### config.mk
export PLATFORM = sky130hd
export DESIGN_NAME = dmem_access_unit
export DESIGN_NICKNAME = d
export VERILOG_FILES = /design/src/rtl/dmem_access_unit.sv
export SDC_FILE = /design/constraint.sdc
export NUM_CORES = 1
export LEC_CHECK = 0
export CAP_MARGIN = 5
export CORE_MARGIN = 2
export CORE_UTILIZATION = 30
export CTS_CLUSTER_DIAMETER = 80
export DETAILED_ROUTE_END_ITERATION = 8
export PLACE_DENSITY = 0.55
export SLEW_MARGIN = 40
export SYNTH_ARGS = -nofsm -noshare
export SYNTH_HDL_FRONTEND = slang
export SYNTH_SLANG_ARGS = --single-unit
### constraint.sdc
create_clock -name clk -period 2.2 [get_ports clk]
set_input_delay 0.33 -clock clk [delete_from_list [all_inputs] [get_ports clk]]
set_output_delay 0.33 -clock clk [all_outputs]
set_load 0.02 [all_outputs]
### src/rtl/dmem_access_unit.sv
// MEM-stage data-memory access engine: issues one bus request per load/store,
// stalls the pipeline until dmem_resp (or timeout), and formats load results.
module dmem_access_unit #(
  parameter int TIMEOUT_CYCLES = 0
) (
  input  logic        clk,
  input  logic        rst_n,
  input  logic        req_valid,
  input  logic        cw_dmem_read,
  input  logic        cw_dmem_write,
  input  logic [2:0]  cw_funct3,
  input  logic [31:0] mem_addr,
  input  logic [31:0] store_data,
  output logic [31:0] dmem_address,
  output logic        dmem_read,
  output logic        dmem_write,
  output logic [3:0]  dmem_wmask,
  output logic [31:0] dmem_wdata,
  input  logic [31:0] dmem_rdata,
  input  logic        dmem_resp,
  output logic        stall,
  output logic [31:0] load_data,
  output logic        load_valid,
  output logic        align_err,
  output logic        timeout_err
);

  // state | meaning
  // IDLE  | no access in flight; a legal access issues the bus request
  // BUSY  | request held on the bus until dmem_resp or timeout
  // DONE  | access finished; pipeline released for exactly one cycle
  typedef enum logic [1:0] {IDLE, BUSY, DONE} state_t;

  localparam int CNT_W = (TIMEOUT_CYCLES > 0) ? $clog2(TIMEOUT_CYCLES + 1) : 1;
  localparam logic [CNT_W-1:0] CNT_LAST = CNT_W'(TIMEOUT_CYCLES - 1);

  state_t      state_q, state_d;
  logic [31:0] addr_q, addr_d;
  logic        read_q, read_d;
  logic        write_q, write_d;
  logic [3:0]  wmask_q, wmask_d;
  logic [31:0] wdata_q, wdata_d;
  logic [2:0]  f3_q, f3_d;
  logic [CNT_W-1:0] cnt_q, cnt_d;
  logic [31:0] load_data_q, load_data_d;
  logic        load_valid_q, load_valid_d;
  logic        timeout_err_q, timeout_err_d;

  logic        access, illegal, misaligned;
  logic        stall_c, align_err_c;
  logic [3:0]  st_mask;
  logic [31:0] st_data;
  logic [7:0]  ld_byte;
  logic [15:0] ld_half;
  logic [31:0] ld_fmt;

  always_comb begin
    access     = req_valid & (cw_dmem_read | cw_dmem_write);
    illegal    = (cw_dmem_read & cw_dmem_write)
               | (cw_dmem_read & ((cw_funct3 == 3'b011) | (cw_funct3 == 3'b110) |
                                  (cw_funct3 == 3'b111)))
               | (cw_dmem_write & (cw_funct3 > 3'b010));
    misaligned = ((cw_funct3[1:0] == 2'b10) & (mem_addr[1:0] != 2'b00))
               | ((cw_funct3[1:0] == 2'b01) & mem_addr[0]);
  end

  always_comb begin
    st_mask = 4'b1111;
    st_data = store_data;
    case (cw_funct3[1:0])
      2'b00: begin
        st_mask = 4'b0001 << mem_addr[1:0];
        st_data = {4{store_data[7:0]}};
      end
      2'b01: begin
        st_mask = 4'b0011 << mem_addr[1:0];
        st_data = {2{store_data[15:0]}};
      end
      default: ;
    endcase
  end

  // Load lanes are picked with the registered address, not the live pipeline one.
  always_comb begin
    ld_byte = dmem_rdata[{addr_q[1:0], 3'b000} +: 8];
    ld_half = addr_q[1] ? dmem_rdata[31:16] : dmem_rdata[15:0];
    case (f3_q)
      3'b000:  ld_fmt = {{24{ld_byte[7]}}, ld_byte};
      3'b001:  ld_fmt = {{16{ld_half[15]}}, ld_half};
      3'b100:  ld_fmt = {24'b0, ld_byte};
      3'b101:  ld_fmt = {16'b0, ld_half};
      default: ld_fmt = dmem_rdata;
    endcase
  end

  always_comb begin
    state_d       = state_q;
    addr_d        = addr_q;
    read_d        = read_q;
    write_d       = write_q;
    wmask_d       = wmask_q;
    wdata_d       = wdata_q;
    f3_d          = f3_q;
    cnt_d         = cnt_q;
    load_data_d   = load_data_q;
    load_valid_d  = 1'b0;
    timeout_err_d = 1'b0;
    stall_c       = 1'b0;
    align_err_c   = 1'b0;
    case (state_q)
      IDLE: begin
        if (access) begin
          if (illegal | misaligned) begin
            align_err_c = 1'b1;
          end else begin
            stall_c = 1'b1;
            state_d = BUSY;
            addr_d  = mem_addr;
            read_d  = cw_dmem_read;
            write_d = cw_dmem_write;
            wmask_d = cw_dmem_write ? st_mask : 4'b0000;
            wdata_d = st_data;
            f3_d    = cw_funct3;
            cnt_d   = '0;
          end
        end
      end
      BUSY: begin
        stall_c = 1'b1;
        if (dmem_resp) begin
          read_d  = 1'b0;
          write_d = 1'b0;
          state_d = DONE;
          if (read_q) begin
            load_data_d  = ld_fmt;
            load_valid_d = 1'b1;
          end
        end else if ((TIMEOUT_CYCLES != 0) && (cnt_q == CNT_LAST)) begin
          read_d        = 1'b0;
          write_d       = 1'b0;
          timeout_err_d = 1'b1;
          state_d       = DONE;
        end else if (TIMEOUT_CYCLES != 0) begin
          cnt_d = cnt_q + 1'b1;
        end
      end
      DONE:    state_d = IDLE;
      default: state_d = IDLE;
    endcase
  end

  always_ff @(posedge clk or negedge rst_n) begin
    if (!rst_n) begin
      state_q       <= IDLE;
      addr_q        <= '0;
      read_q        <= 1'b0;
      write_q       <= 1'b0;
      wmask_q       <= '0;
      wdata_q       <= '0;
      f3_q          <= '0;
      cnt_q         <= '0;
      load_data_q   <= '0;
      load_valid_q  <= 1'b0;
      timeout_err_q <= 1'b0;
    end else begin
      state_q       <= state_d;
      addr_q        <= addr_d;
      read_q        <= read_d;
      write_q       <= write_d;
      wmask_q       <= wmask_d;
      wdata_q       <= wdata_d;
      f3_q          <= f3_d;
      cnt_q         <= cnt_d;
      load_data_q   <= load_data_d;
      load_valid_q  <= load_valid_d;
      timeout_err_q <= timeout_err_d;
    end
  end

  // Combinational outputs are forced low while reset is held, even with req_valid high.
  assign stall        = stall_c & rst_n;
  assign align_err    = align_err_c & rst_n;
  assign dmem_address = {addr_q[31:2], 2'b00};
  assign dmem_read    = read_q;
  assign dmem_write   = write_q;
  assign dmem_wmask   = wmask_q;
  assign dmem_wdata   = wdata_q;
  assign load_data    = load_data_q;
  assign load_valid   = load_valid_q;
  assign timeout_err  = timeout_err_q;

endmodule

==> impl_metrics.yaml, run 1 <==
placement:
  dpl_cell_area_mm2: 0.00779
  port_buffers: 207
  gp_congestion: 0.769
  dp_cells: 890
  place.detailed.hpwl_mm: 11.4
cells_and_area:
  final_area_mm2: 0.00811
  fillCellCount: 1789
  layout.nets: 772
  drive_gt1_share_pct: 21.1
  finalCoreUtilization_pct: 43.4
  final_cells: 908
  areaGrowthSynthToFinish_pct: 41.8
worst_setup_path:
  cpMaxStageDelayCell: "clkdlybuf4s50_1"
  critPathRequiredTime_ns: 1.87
  criticalPathCategory: "in2out"
  worstPathCellList: "clkdlybuf4s50_1 > mux2i_1 > o221ai_4 > nor2_2 > o21ba_2 > clkdlybuf4s15_2"
  max_stage_delay_ns: 0.46
  critPathTopFamily: "buffers and inverters"
  start_kind: "input port"
  cp.arrival_ns: 1.81
  critical_path_peak_fanout: 4
  setup.worst_path.end_class: "primary output"
  path_buf_inv: 2
clock_network:
  cts_setup_buffers: 0
  cts_sinks: 108
  cts.clk_slew.worst_paths_ns: 0.07
  numCtsBuffers: 9
  cts_tree: "done"
  clk-insertion-delay-late_ns: 0.35
  cts_hold_buffers: 0
  cts.path.max_buffers: 2
  clock-root-buffer: "clkbuf_16"
  h-tree-depth: 3
sta:
  hold_ws_ns: 0.112
  tns_ns: 0
  finalSetupViolations: 0
  finalHoldViolCount: 0
  max_freq_mhz: 466
  worst_slew_pin_slew_ns: 0.735
  finalClockSkew_ns: 0.00658
  finalCritPeriodShare_pct: 97.5
  maxSlewViolCount: 0
  relSlewSlack_pct: 50.8
  min_period_ns: 2.14
flow_run:
  max_cap_viol_count: 0
pwr:
  p_leak_nw: 3.65
  p_per_area_mw_per_mm2: 1150
  vdd_ir_drop_max_mv: 0.542
global_route:
  grt_pass1_wl_mm: 24.7
  grt_start_max_net_pins: 61
  antenna_found_initial: 3
  grt.overflow.total: 0
  track_usage_pct: 15.6
  grt_pass1_vias: 4553
worst_hold_path:
  hp-class: "in2async"
synthesis:
  synthCells: 489
  synth_seq_cells: 108
  syn-mean-instance-area_um2: 11.7
  synth_edf_count: 0
  yosysTopAreaCellShare_pct: 47.2
  yosys.area.top_type: "dfrtp_1"
  yosysUniqueCellTypes: 37
  ys.flop_type: "dfrtp_1"
  synth_seq_area_share_pct: 47.2
  async_reset_ff_share_pct: 100
  yosysMostFrequentCell: "dfrtp_1"
  yosysWarnings: 0
  synth.area.top_cells: "dfrtp_1, mux2_4, buf_4"
  synth_commonest_cells: "dfrtp_1, mux2_4, nand2_1, nand3_1, buf_4"
  syn_area_mm2: 0.00572
route:
  routed_wirelength_mm: 15.6
  drtPass1Iterations: 4
  ant_nets: 0
  wl_per_cell_um: 17.2
  remaining_drc_errors: 0
  drt_iter0_drc: 175
  vias: 4236
  viasPerCell: 4.67
floorplan:
  num_io_pins: 211
  die_width_um: 142
  die_area_mm2: 0.0202
  dieHeight_um: 142
  row_count: 50
  coreArea_mm2: 0.0187
  start_util_pct: 30.6
run_status:
  outcome: "finished, final reports clean"
[metal layers]
layer	share of wire [%]	vias to the layer above	GRT usage, %	wire, µm
met5	0.10	-	0	16
met4	1.0	2	4.42	164
met3	9.7	13	6.09	1520
met2	45	158	24.8	7090
met1	44	2034	19.8	6850
li1	-	2029	-	-
[path summary, 6_finish.rpt]
path | slack (ns) | endpoint | from | cells past startpoint
worst max-delay path | 0.06 | stall | mem_addr[0] | 6
worst min-delay path | 0.11 | load_data[17]$_DFFE_PN0P_ | rst_n | 2
worst max register to register | 0.27 | addr_q[5]$_DFFE_PN0P_ | state_q[0]$_DFFE_PN0P_ | 4
worst min register to register | 0.49 | load_data[2]$_DFFE_PN0P_ | load_data[2]$_DFFE_PN0P_ | 2
max in group asynchronous | 1.08 | dmem_wdata[19]$_DFFE_PN0P_ | rst_n | 3
min in group clk | 0.49 | load_data[2]$_DFFE_PN0P_ | load_data[2]$_DFFE_PN0P_ | 2
[flip-flops by register name, summed over array words and instances (netlist names)]
signal / cells
addr_q: 32
dmem_read: 1
dmem_wdata: 32
dmem_wmask: 4
dmem_write: 1
f3_q: 3
load_data: 32
load_valid: 1
state_q: 2
[per-stage QoR]
stage          setup WS (ns)  power, mW
2_1_floorplan          0.295       5.88
3_3_place_gp          -0.432       7.69
3_5_place_dp          -0.498       7.74
4_1_cts               0.0627       9.41
5_1_grt              -0.0143       9.84
6_report              0.0559       9.30
[worst reg2reg max path, delay by kind of cell (launching register included)]
| family | cells | cell delay, ns |
|---|---|---|
| and+or+nand+nor | 2 | 0.78 |
| buffers and inverters | 1 | 0.20 |
| DFF | 1 | 0.49 |
| muxes | 1 | 0.35 |
[cells in the final DEF, fill, tap and decap left out, types with 8 or more instances in the layout]
cell	instances
nand3b_1	8
clkdlybuf4s50_1	202
o21ai_0	22
nand3_1	39
inv_1	8
clkbuf_16	9
nand2_1	39
mux2i_1	14
dfrtp_1	108
mux2_4	67
buf_4	20
or3_1	10
nor2_1	12
a21oi_1	24
nand2b_1	9
mux2_2	18
[logic make-up (layout without fill, tap and decap cells)]
family,after synthesis,in the layout,share of synthesized area (%)
and+or+nand+nor,135,135,11.8
AOI/OAI and AO/OA,72,72,7.65
muxes,100,100,24.0
other,1,5,0.0655
buffers and inverters,73,254,9.29
DFF,108,108,47.2
[power by group]
| part | internal (mW) | switching (mW) |
|---|---|---|
| registers | 2.75 | 0.486 |
| logic | 2.38 | 2.08 |
| clock network | 0.795 | 0.811 |
[final cells by class]
class,count,area [µm²],share of cell area [%]
clock buffer,10,229,2.82
antenna,2,5.00,0.0617
clock inverter,6,58.8,0.725
sequential,108,2700,33.3
multi-input combinational,310,2530,31.2
timing repair buffer,229,2260,27.8
inverter,9,33.8,0.416
tap,234,293,3.61
[timing repair]
action	4_1_cts	5_1_grt
gates resized for setup	12	4
endpoints found under the setup margin	69	2
gates cloned	0	0
No activity file was read; power rests on OpenSTA's default activity.
==> inputs of run 2 (changes only) <==
CTS_CLUSTER_DIAMETER = not set   (was 80)
==> results of run 2 <==
Same layout as run 1: the final DEF is identical, and so are final timing and power.
==> inputs of run 3 (changes only) <==
RECOVER_POWER = 100   (was not set)
==> impl_metrics.yaml, run 3 (synthesis results as in run 1) <==
cells_and_area:
  final_cell_mix: "clkdlybuf4s50_1, dfrtp_1, mux2_4"
  final_cells: 908
  fillCellCount: 1789
  mostFrequentLayoutCell: "clkdlybuf4s50_1"
  areaGrowthSynthToFinish_pct: 41.7
  drive_gt1_share_pct: 20.8
  layout.nets: 772
route:
  remaining_drc_errors: 0
  drtPass1Iterations: 4
  ant_nets: 0
  routed_wirelength_mm: 15.6
  drt_iter0_drc: 149
  wl_per_cell_um: 17.2
  viasPerCell: 4.67
  vias: 4239
floorplan:
  dieHeight_um: 142
  row_count: 50
  coreArea_mm2: 0.0187
  die_width_um: 142
  start_util_pct: 30.6
  num_io_pins: 211
  die_area_mm2: 0.0202
sta:
  max_freq_mhz: 467
  finalCritPeriodShare_pct: 97.4
  worst_slew_pin_slew_ns: 1.26
  finalHoldViolCount: 0
  min_period_ns: 2.14
  hold_ws_ns: 0.449
  finalClockSkew_ns: 0.00669
  maxSlewViolCount: 0
  tns_ns: 0
  relSlewSlack_pct: 15.9
  finalSetupViolations: 0
placement:
  port_buffers: 207
  gp_congestion: 0.769
  dp_cells: 890
  place.detailed.hpwl_mm: 11.4
clock_network:
  cts_tree: "done"
  cts_sinks: 108
  h-tree-depth: 3
  numCtsBuffers: 9
  clk-insertion-delay-late_ns: 0.35
  cts_setup_buffers: 0
  cts.path.max_buffers: 2
  clock-root-buffer: "clkbuf_16"
  cts.clk_slew.worst_paths_ns: 0.07
pwr:
  vdd_ir_drop_max_mv: 0.542
  p_seq_share_pct: 34.9
  p_leak_nw: 3.67
  p_per_area_mw_per_mm2: 1140
  power.share.switching_pct: 36.4
  finalPower_mw: 9.25
  p_comb_share_pct: 47.8
  pwr-share-clk_pct: 17.3
  switchingPower_mw: 3.36
  p_int_mw: 5.89
global_route:
  grt_pass1_wl_mm: 24.7
  grt_pass1_vias: 4553
  use_met3_pct: 6.09
  grt_most_used_layer: "met2"
  grt_start_max_net_pins: 61
  grt_use_met1_pct: 19.8
  grt.overflow.total: 0
  grtUsageMet2_pct: 24.8
  antenna_found_initial: 3
  track_usage_pct: 15.6
worst_setup_path:
  criticalPathCategory: "in2out"
  r2r-start: "state_q[0]$_DFFE_PN0P_"
  cp.arrival_ns: 1.81
  setup.worst_path.end_class: "primary output"
  cp-startpoint: "mem_addr[0]"
  critical_path_peak_fanout: 4
  start_kind: "input port"
  critPathRequiredTime_ns: 1.87
flow_run:
  max_cap_viol_count: 0
run_status:
  outcome: "finished, final reports clean"
worst_hold_path:
  hp-class: "in2async"
[run 3: path summary, 6_finish.rpt]
path,to,slack (ns),cells after the start
setup / recovery,stall,0.06,6
hold / removal,load_data[16]$_DFFE_PN0P_,0.45,2
setup reg to reg,load_data[11]$_DFFE_PN0P_,0.17,5
hold reg to reg,load_data[2]$_DFFE_PN0P_,0.48,2
max in group asynchronous,dmem_wdata[19]$_DFFE_PN0P_,0.56,3
min in group clk,load_data[2]$_DFFE_PN0P_,0.48,2
[run 3: stage by stage]
stage | utilization (%) | area (µm²) | setup WS, ns
global placement | 41.6 | 7790 | -0.432
global route | 43.3 | 8100 | -0.0143
floorplan | - | 5730 | 0.295
detailed placement | 41.6 | 7790 | -0.498
CTS | 43.2 | 8070 | 0.0627
finish | 43.3 | 8110 | 0.0568
[run 3: critical path, cell delays in order]
cell and delay [ns]:
clkdlybuf4s50_1 0.46, mux2i_1 0.28, o221ai_4 0.18, nor2_2 0.17, o21ba_2 0.14, clkdlybuf4s15_2 0.26
[run 3: cell type report]
type,instances,area (µm²),share of cell area [%]
Clock buffer,10,229,2.82
Sequential cell,108,2700,33.3
Clock inverter,6,58.8,0.726
Antenna cell,2,5.00,0.0617
Multi-Input combinational cell,310,2530,31.2
Inverter,9,33.8,0.417
Tap cell,234,293,3.61
Timing Repair Buffer,229,2250,27.8
[run 3: per-layer routing]
layer	vias up	share of wire [%]
li1	2027	-
met1	2037	44
met2	160	45
met3	13	10
met4	2	1.1
met5	-	0.10
[run 3: power groups by stage]
stage / Clock [mW] / Sequential, mW / Combinational [mW]
after global placement: 0 / 3.24 / 4.45
final: 1.60 / 3.23 / 4.42
after detailed placement: 0 / 3.26 / 4.48
after CTS: 1.67 / 3.25 / 4.50
after floorplan: 0 / 3.83 / 2.06
after global routing: 1.74 / 3.36 / 4.70
[run 3: what timing repair did]
action                                  in CTS  in global routing
resized for setup                           12                  4
endpoints found under the setup margin      69                  2
hold buffers                                 0                  0
